**src/rtl/scan_index_sequencer.sv**
```systemverilog
// -----------------------------------------------------------------------------
// scan_index_sequencer
//
// Timed index generator for the 2-bit select pair {a, b} of a downstream
// 2-to-4 one-hot decoder. It steps the index 0->1->2->3. Each index is held
// for dwell+1 cycles. The block runs one sweep or wraps continuously.
//
// Ports:
//   clk        in   1   clock, rising edge
//   rst        in   1   synchronous active-high reset, overrides everything
//   start      in   1   begin a sweep when idle (ignored while busy)
//   stop       in   1   abort the sweep in progress (wins over start)
//   mode_cont  in   1   1 = continuous wrap 3->0, 0 = single sweep
//   dwell      in   DW  per-index hold is dwell+1 cycles
//   a          out  1   index MSB
//   b          out  1   index LSB
//   busy       out  1   high while a sweep is in progress
//   step       out  1   one-cycle pulse with every new index value
//   done       out  1   one-cycle pulse after a single sweep completes
//
// mode_cont and dwell are captured only when start is accepted. All outputs
// come straight from flops.
// -----------------------------------------------------------------------------
module scan_index_sequencer #(
  parameter int DW = 16
) (
  input  logic          clk,
  input  logic          rst,
  input  logic          start,
  input  logic          stop,
  input  logic          mode_cont,
  input  logic [DW-1:0] dwell,
  output logic          a,
  output logic          b,
  output logic          busy,
  output logic          step,
  output logic          done
);

  typedef enum logic [0:0] {
    ST_IDLE = 1'b0,
    ST_SCAN = 1'b1
  } state_t;

  localparam logic [DW-1:0] CNT_ZERO = {DW{1'b0}};
  localparam logic [DW-1:0] CNT_ONE  = DW'(1);

  state_t        state_r, state_s;
  logic [1:0]    idx_r,   idx_s;
  logic [DW-1:0] cnt_r,   cnt_s;
  logic [DW-1:0] dwell_r, dwell_s;
  logic          cont_r,  cont_s;
  logic          busy_r,  busy_s;
  logic          step_r,  step_s;
  logic          done_r,  done_s;

  // State and output registers; the reset has priority over every input.
  always_ff @(posedge clk) begin
    if (rst) begin
      state_r <= ST_IDLE;
      idx_r   <= 2'b00;
      cnt_r   <= CNT_ZERO;
      dwell_r <= CNT_ZERO;
      cont_r  <= 1'b0;
      busy_r  <= 1'b0;
      step_r  <= 1'b0;
      done_r  <= 1'b0;
    end else begin
      state_r <= state_s;
      idx_r   <= idx_s;
      cnt_r   <= cnt_s;
      dwell_r <= dwell_s;
      cont_r  <= cont_s;
      busy_r  <= busy_s;
      step_r  <= step_s;
      done_r  <= done_s;
    end
  end

  // Next-state logic and next output values.
  always_comb begin
    state_s = state_r;
    idx_s   = idx_r;
    cnt_s   = cnt_r;
    dwell_s = dwell_r;
    cont_s  = cont_r;
    busy_s  = busy_r;
    step_s  = 1'b0;
    done_s  = 1'b0;

    case (state_r)
      ST_IDLE: begin
        idx_s  = 2'b00;
        busy_s = 1'b0;
        if (start && !stop) begin
          // Settings are frozen here and ignored for the rest of the sweep.
          state_s = ST_SCAN;
          dwell_s = dwell;
          cont_s  = mode_cont;
          cnt_s   = CNT_ZERO;
          busy_s  = 1'b1;
          step_s  = 1'b1;
        end else begin
          state_s = ST_IDLE;
        end
      end

      ST_SCAN: begin
        if (stop) begin
          // Abort: drop straight back to idle without finishing the dwell.
          state_s = ST_IDLE;
          idx_s   = 2'b00;
          busy_s  = 1'b0;
        end else if (cnt_r != dwell_r) begin
          cnt_s = cnt_r + CNT_ONE;
        end else if (idx_r != 2'd3) begin
          idx_s  = idx_r + 2'd1;
          cnt_s  = CNT_ZERO;
          step_s = 1'b1;
        end else if (cont_r) begin
          idx_s  = 2'b00;
          cnt_s  = CNT_ZERO;
          step_s = 1'b1;
        end else begin
          // The last dwell of a single sweep has ended.
          state_s = ST_IDLE;
          idx_s   = 2'b00;
          busy_s  = 1'b0;
          done_s  = 1'b1;
        end
      end

      default: begin
        state_s = ST_IDLE;
        idx_s   = 2'b00;
        cnt_s   = CNT_ZERO;
        busy_s  = 1'b0;
      end
    endcase
  end

  assign a    = idx_r[1];
  assign b    = idx_r[0];
  assign busy = busy_r;
  assign step = step_r;
  assign done = done_r;

endmodule

```
**config.mk**
```make
export PLATFORM = sky130hd
export DESIGN_NAME = scan_index_sequencer
export DESIGN_NICKNAME = d
export VERILOG_FILES = /design/src/rtl/scan_index_sequencer.sv
export SDC_FILE = /design/constraint.sdc
export NUM_CORES = 1
export LEC_CHECK = 0
export BUFFER_PORTS_ARGS = -buffer_cell sky130_fd_sc_hd__buf_2
export CAP_MARGIN = 20
export CORE_ASPECT_RATIO = 2
export CORE_MARGIN = 10
export CORE_UTILIZATION = 55
export DETAILED_ROUTE_END_ITERATION = 7
export PLACE_DENSITY = 0.76
export SLEW_MARGIN = 5
export SYNTH_ARGS = -nofsm -noshare
export SYNTH_HDL_FRONTEND = slang
export SYNTH_SLANG_ARGS = --single-unit
```
**constraint.sdc**
```tcl
create_clock -name clk -period 2.5 [get_ports clk]
set_input_delay 0.25 -clock clk [delete_from_list [all_inputs] [get_ports clk]]
set_output_delay 0.25 -clock clk [all_outputs]
set_load 0.01 [all_outputs]
```
==> impl_metrics.json, run 1 <==
{
  "synth_area_leaders": "dfxtp_1, nand2_1, xnor2_1",
  "ff_latch_area_um2": 781,
  "finalSetupViolCount": 0,
  "end_kind": "flip-flop",
  "cts_made_buffers": 5,
  "grt_max_degree": 34,
  "synth_warnings": 0,
  "place_inst": 322,
  "root_buffer": "clkbuf_8",
  "die_x_um": 64.1,
  "min_from": "dwell[2]",
  "p_comb_share_pct": 14.6,
  "reg2reg_depth": 5,
  "antenna_found_initial": 0,
  "hpwlAfterDp_um": 4500,
  "track_usage_pct": 17.4,
  "synthSimpleGateAreaFrac_pct": 26.4,
  "synth.most_common_cell": "nand2_1",
  "finalHoldViolCount": 0,
  "crit_end": "idx_r[0]",
  "finalWirelength_um": 5980,
  "worst-path-stages": 5,
  "synth_area_um2": 2140,
  "path_cells": "xnor2_1 -> nand4_1 -> or4_4 -> or3_1 -> a211oi_2",
  "drive_above_1_share_pct": 18.3,
  "start_kind": "flip-flop",
  "drcViolationCount": 0,
  "preCtsSetupSlack_ns": 0.316,
  "synth_cells": 262,
  "criticalPathCategory": "reg2reg",
  "outcome": "finished, final reports clean",
  "die_y_um": 108,
  "synth_flop_cell": "dfxtp_1",
  "vias": 2064,
  "fin_setup_tns_ns": 0,
  "synth.top_cell.area_share_pct": 36.5,
  "synthMuxAreaShare_pct": 1.41,
  "rr_startpoint": "cnt_r[2]",
  "stdcell_count": 330,
  "crit_arrival_ns": 2.44,
  "rows": 32,
  "gp_congestion": 1.02,
  "synth_seq_area_share_pct": 36.5,
  "antenna_cells": 0,
  "period_share_pct": 88.8,
  "post-cts-setup-buffer-count": 0,
  "htree_num_levels": 2,
  "synth_top_family_by_area": "simple AND/OR/NAND/NOR gates",
  "critPathTopFamily": "simple AND/OR/NAND/NOR gates",
  "synthArstFlopShare_pct": 0,
  "drt-wirelength-per-cell_um": 18.1,
  "fmax_ghz": 0.450,
  "final_max_slew_viol_count": 0,
  "netSwitchingFraction_pct": 30.0,
  "dieArea_um2": 6930,
  "p_leak_nw": 0.768,
  "multi_input_area_um2": 1230,
  "drtPass1Iterations": 4,
  "rsz0062_at_grt": "false",
  "insertion_delay_ns": 0.30,
  "synth_top_cell_by_area": "dfxtp_1",
  "p_seq_share_pct": 51.0,
  "period_needed_ns": 2.22,
  "worstMarginPinSlew_ns": 0.612,
  "synthAdderAreaFrac_pct": 1.17,
  "setup_slack_ns": 0.280,
  "hold_class": "in2reg",
  "postCtsHoldBufs": 0,
  "power_density_nw_per_um2": 546,
  "finalClockSkew_ns": 0.00993,
  "synthXorXnorAreaFrac_pct": 6.56,
  "slowest_stage": "or4_4",
  "synth.distinct_cells": 48,
  "cts_sinks": 39,
  "power_frac_clock_pct": 34.4,
  "crit_required_ns": 2.71,
  "r2r_setup_slack_ns": 0.28,
  "drtAntennaViolNets": 0,
  "slew_headroom_pct": 59.2,
  "p_int_w": 0.000897,
  "syn_to_final_growth_pct": 9.84,
  "cp_num_buf_inv": 0,
  "port_buffers": 25,
  "grt_pass1_vias": 1974,
  "grt_overflow_total": 0,
  "grt_pass1_wl_um": 9640,
  "cap_violations": 0,
  "fin_nets": 301,
  "syn_nets": 285,
  "num_io_pins": 26,
  "ys_top_cells_by_count": "nand2_1, dfxtp_1, a21oi_1, nand3_1, xnor2_1",
  "ir_drop_mv": 0.544,
  "start_util_pct": 56.2,
  "clock_path_buffers": 2,
  "via_per_inst": 6.25,
  "drtIter0Drc": 68,
  "ys_seq_elements": 39,
  "ctsResizeCount": 0,
  "synth-compound-area-share_pct": 21.8,
  "n_fill_cell": 368,
  "reg2reg_to": "idx_r[0]",
  "cts.clk_slew.worst_paths_ns": 0.08,
  "synth_edf_count": 0,
  "startpoint": "cnt_r[2]",
  "cts_tree": "done",
  "cp_max_fo": 20,
  "slowest_delay_ns": 0.72,
  "core_region_area_um2": 3800,
  "switchingPower_w": 0.000384,
  "avgSynthCellArea_um2": 8.16
}
[logic make-up (layout without fill, tap and decap cells)]
kind of cell               count (synthesis)  in the layout
and+or+nand+nor                          110            110
AOI/OAI and AO/OA                         66             66
DFF                                       39             39
buffers and inverters                     26             43
xor gates and xnor gates                  16             16
muxes                                      3              3
adders and majority gates                  2              2
[sequential cells by signal (all words and copies together), names as in the netlist]
signal and count:
done 1, idx_r 2, dwell_r 16, state_r 1, cnt_r 16, busy 1
step 1, cont_r 1
[worst reg2reg max path: cells and delay by family (launching register included)]
| kind | cells | cell delay (ns) |
|---|---|---|
| flops | 1 | 0.50 |
| xor+xnor | 1 | 0.17 |
| simple gates | 3 | 1.28 |
| compound gates | 1 | 0.19 |
[layout by cell type (no fill, tap or decap), types with 3 or more instances in the layout]
cell and n:
buf_4 5, nand3_1 16, and2_1 3, nand2b_1 3, clkbuf_8 5, nand4_1 10
a211oi_2 4, o211ai_1 4, xnor2_1 16, nand2_1 43, nor2_1 9, mux2i_1 3
a31oi_1 10, a21oi_1 22, a31o_2 3, dfxtp_1 39, nand4b_1 3, nor4_1 5
nor3_1 5, inv_1 5, buf_2 25
[power groups by stage]
stage / clock network, W / logic (W) / registers, W
after floorplan: 0 / 0.000138 / 0.000661
after global placement: 0 / 0.000184 / 0.000668
after detailed placement: 0 / 0.000184 / 0.000668
after CTS: 0.000442 / 0.000186 / 0.000653
after global routing: 0.000467 / 0.000204 / 0.000655
final: 0.000440 / 0.000187 / 0.000653
[metrics by stage]
stage / hold WS (ns) / area (um^2) / total power (W) / util [%]
2_1_floorplan: 0.386 / 2140 / 0.000799 / -
3_3_place_gp: 0.453 / 2260 / 0.000852 / 59.4
3_5_place_dp: 0.460 / 2260 / 0.000852 / 59.4
4_1_cts: 0.181 / 2350 / 0.00128 / 61.7
5_1_grt: 0.182 / 2350 / 0.00133 / 61.7
6_report: 0.181 / 2350 / 0.00128 / 61.7
[area by class of cell]
type / count / share of cell area, %
Clock buffer: 5 / 2.93
Clock inverter: 3 / 0.853
Inverter: 5 / 0.800
Multi-Input combinational cell: 197 / 52.5
Sequential cell: 39 / 33.3
Tap cell: 51 / 2.72
Timing Repair Buffer: 30 / 6.93
[layer usage]
layer	share of wire (%)	vias to the layer above	track usage, %
met5	0	-	0
met4	5.3	0	11.5
met3	4.3	29	3.73
met2	52	79	29.8
met1	38	963	18.5
li1	-	993	-
[worst min path at each step]
| stage | cells past startpoint | slack, ns | end |
|---|---|---|---|
| 5_1_grt | 3 | 0.18 | dwell_r[0] |
| 3_3_place_gp | 2 | 0.45 | cont_r |
| 4_1_cts | 3 | 0.18 | dwell_r[8] |
| 2_1_floorplan | 2 | 0.39 | cont_r |
| 3_5_place_dp | 2 | 0.46 | cont_r |
| 6_report | 3 | 0.18 | dwell_r[2] |
(Power assumes the default switching activity.)
==> run 2, diff against run 1 <==
--- a/config.mk
+++ b/config.mk
@@ -5,6 +5,7 @@
 export SDC_FILE = /design/constraint.sdc
 export NUM_CORES = 1
 export LEC_CHECK = 0
+export ABC_AREA = 1
 export BUFFER_PORTS_ARGS = -buffer_cell sky130_fd_sc_hd__buf_2
 export CAP_MARGIN = 20
 export CORE_ASPECT_RATIO = 2
@@ -12,6 +13,7 @@
 export CORE_UTILIZATION = 55
 export DETAILED_ROUTE_END_ITERATION = 7
 export PLACE_DENSITY = 0.76
+export REMOVE_ABC_BUFFERS = 1
 export SLEW_MARGIN = 5
 export SYNTH_ARGS = -nofsm -noshare
 export SYNTH_HDL_FRONTEND = slang
==> run 2 against run 1 <==
Sequential power increased by 2%. Synthesized cell count increased by 35%. Flip-flop and latch count unchanged. Clock-buffer cell count increased by 3. Critical path depth increased by 6. Worst setup slack improved by 0.30 ns. Clock power increased by 7.3%. Non-clock buffer count decreased by 3. First-iteration DRC count increased by 4.4%. Cell area increased by 3.6%.
==> impl_metrics.json, run 2 <==
{
  "outcome": "finished, final reports clean",
  "hpwlAfterDp_um": 3910,
  "slowest_delay_ns": 0.45,
  "cap_violations": 0,
  "gp_congestion": 0.894,
  "synth_cells": 354,
  "root_buffer": "clkbuf_8",
  "synth_warnings": 0,
  "reg_top3": "cnt_r: 16 flops, dwell_r: 16 flops, idx_r: 2 flops",
  "insertion_delay_ns": 0.29,
  "hold_class": "in2reg",
  "fmax_ghz": 0.519,
  "ctsResizeCount": 0,
  "multi_input_area_um2": 1170,
  "path_common_cell": "nand2_1",
  "synth.top_cell.area_share_pct": 35.7,
  "switchingPower_w": 0.000368,
  "ys_top_cells_by_count": "nand2_1, nor2_1, dfxtp_1, inv_1, a21oi_1",
  "vias": 2192,
  "power_density_nw_per_um2": 548,
  "end_kind": "flip-flop",
  "synth.most_common_cell": "nand2_1",
  "port_buffers": 25,
  "synth_top_cell_by_area": "dfxtp_1",
  "finalSetupViolCount": 0,
  "ir_drop_mv": 0.375,
  "postCtsHoldBufs": 0,
  "antenna_found_initial": 0,
  "drt-wirelength-per-cell_um": 12.3,
  "fin_nets": 401,
  "syn_to_final_growth_pct": 11.3,
  "preCtsSetupSlack_ns": 0.631,
  "drtAntennaViolNets": 0,
  "power_w": 0.00133,
  "final_max_slew_viol_count": 0,
  "die_y_um": 109,
  "cts.clk_slew.worst_paths_ns": 0.07,
  "rows": 32,
  "netSwitchingFraction_pct": 27.6,
  "power_frac_clock_pct": 35.5,
  "synth.distinct_cells": 22,
  "grt_pass1_wl_um": 9050,
  "crit_required_ns": 2.69,
  "cp_num_buf_inv": 1,
  "p_comb_share_pct": 14.8,
  "period_share_pct": 77.0,
  "die_x_um": 64.6,
  "antenna_cells": 0,
  "finalHoldViolCount": 0,
  "final_common_cell": "nand2_1",
  "slew_headroom_pct": 38.6,
  "final_cell_mix": "nand2_1, nor2_1, dfxtp_1, inv_1, a21oi_1",
  "dieArea_um2": 7050,
  "setup_slack_ns": 0.575,
  "via_per_inst": 5.10,
  "finalWirelength_um": 5300,
  "cts_tree": "done",
  "period_needed_ns": 1.93,
  "p_leak_nw": 1.05,
  "synth_seq_area_share_pct": 35.7,
  "htree_num_levels": 2,
  "n_fill_cell": 411,
  "grt_overflow_total": 0,
  "crit_arrival_ns": 2.12,
  "post-cts-setup-buffer-count": 0,
  "finalClockSkew_ns": 0.00212,
  "ys_seq_elements": 39,
  "drcViolationCount": 0,
  "r2r_setup_slack_ns": 0.57,
  "synth_area_um2": 2180,
  "cp_max_fo": 25,
  "critPathTopFamily": "simple AND/OR/NAND/NOR gates",
  "synth_flop_cell": "dfxtp_1",
  "fin_setup_tns_ns": 0,
  "cts_sinks": 39,
  "rsz0062_at_grt": "false",
  "synthArstFlopShare_pct": 0,
  "drtPass1Iterations": 4,
  "clock_path_buffers": 2,
  "grt_pass1_vias": 2118,
  "p_int_w": 0.000964,
  "avgSynthCellArea_um2": 6.17,
  "p_seq_share_pct": 49.8,
  "worstMarginPinSlew_ns": 0.919,
  "start_util_pct": 56.8,
  "num_io_pins": 26,
  "synth_edf_count": 0,
  "drtIter0Drc": 71,
  "track_usage_pct": 15.7,
  "start_kind": "flip-flop",
  "cts_made_buffers": 5,
  "core_region_area_um2": 3840,
  "drive_above_1_share_pct": 14.8,
  "ff_latch_area_um2": 781,
  "criticalPathCategory": "reg2reg",
  "synth_area_leaders": "dfxtp_1, nand2_1, nor2_1",
  "grt_max_degree": 35,
  "path_cells": "inv_2 -> nand2_1 -> nand2_1 -> nor2_1 -> nand2_1 -> nor2_4 -> nand2_4 -> nand2_8 -> nand2_4 -> a21oi_1 -> nor2_1",
  "slowest_stage": "dfxtp_1"
}
[run 2: logic make-up (layout without fill, tap and decap cells)]
family,Yosys count,after routing,synth area share [%]
compound gates,53,53,12.4
xor+xnor,2,2,0.802
fa+ha+maj,2,2,1.15
buf+inv,58,83,10.8
flops,39,39,35.7
simple gates,200,200,39.1
[run 2: tightest hold or removal path: stages]
cell and delay, ns:
buf_2 0.08, nor2_1 0.03, nor2_1 0.08
[run 2: worst paths after layout]
check | start | endpoint | depth (start not counted)
max | cnt_r[3] | cnt_r[8] | 11
min | mode_cont | cont_r | 3
max reg2reg | cnt_r[3] | cnt_r[8] | 11
min reg2reg | dwell_r[8] | dwell_r[8] | 2
[run 2: area by class of cell]
class / instances / area share (%)
sequential: 39 / 32.1
inverter: 48 / 7.41
multi-input combinational: 257 / 48.0
timing repair buffer: 27 / 5.76
clock buffer: 8 / 4.12
tap: 51 / 2.62
[run 2: metrics by stage]
| stage | utilization (%) | area, um^2 | hold slack, ns | cells |
|---|---|---|---|---|
| after floorplan | - | 2130 | 0.319 | 344 |
| after global placement | 60.7 | 2330 | 0.451 | 422 |
| after detailed placement | 60.7 | 2330 | 0.458 | 422 |
| after CTS | 63.3 | 2430 | 0.176 | 430 |
| after global routing | 63.3 | 2430 | 0.222 | 430 |
| final | 63.3 | 2430 | 0.179 | 430 |
[run 2: per-layer routing]
layer  GRT usage, %  wire (um)  share of wire, %  up-vias
met5              0          0                 0        -
met4           6.00         90               1.7        0
li1               -          -                 -     1148
met2           31.2       2940                55       32
met1           15.1       2100                40     1006
met3           3.08        173               3.3        6
[run 2: power by group through the flow]
stage	logic (W)	registers, W	clock network (W)
detailed placement	0.000196	0.000678	0
global route	0.000223	0.000667	0.000499
CTS	0.000197	0.000663	0.000486
global placement	0.000191	0.000677	0
finish	0.000197	0.000663	0.000472
floorplan	0.000139	0.000674	0
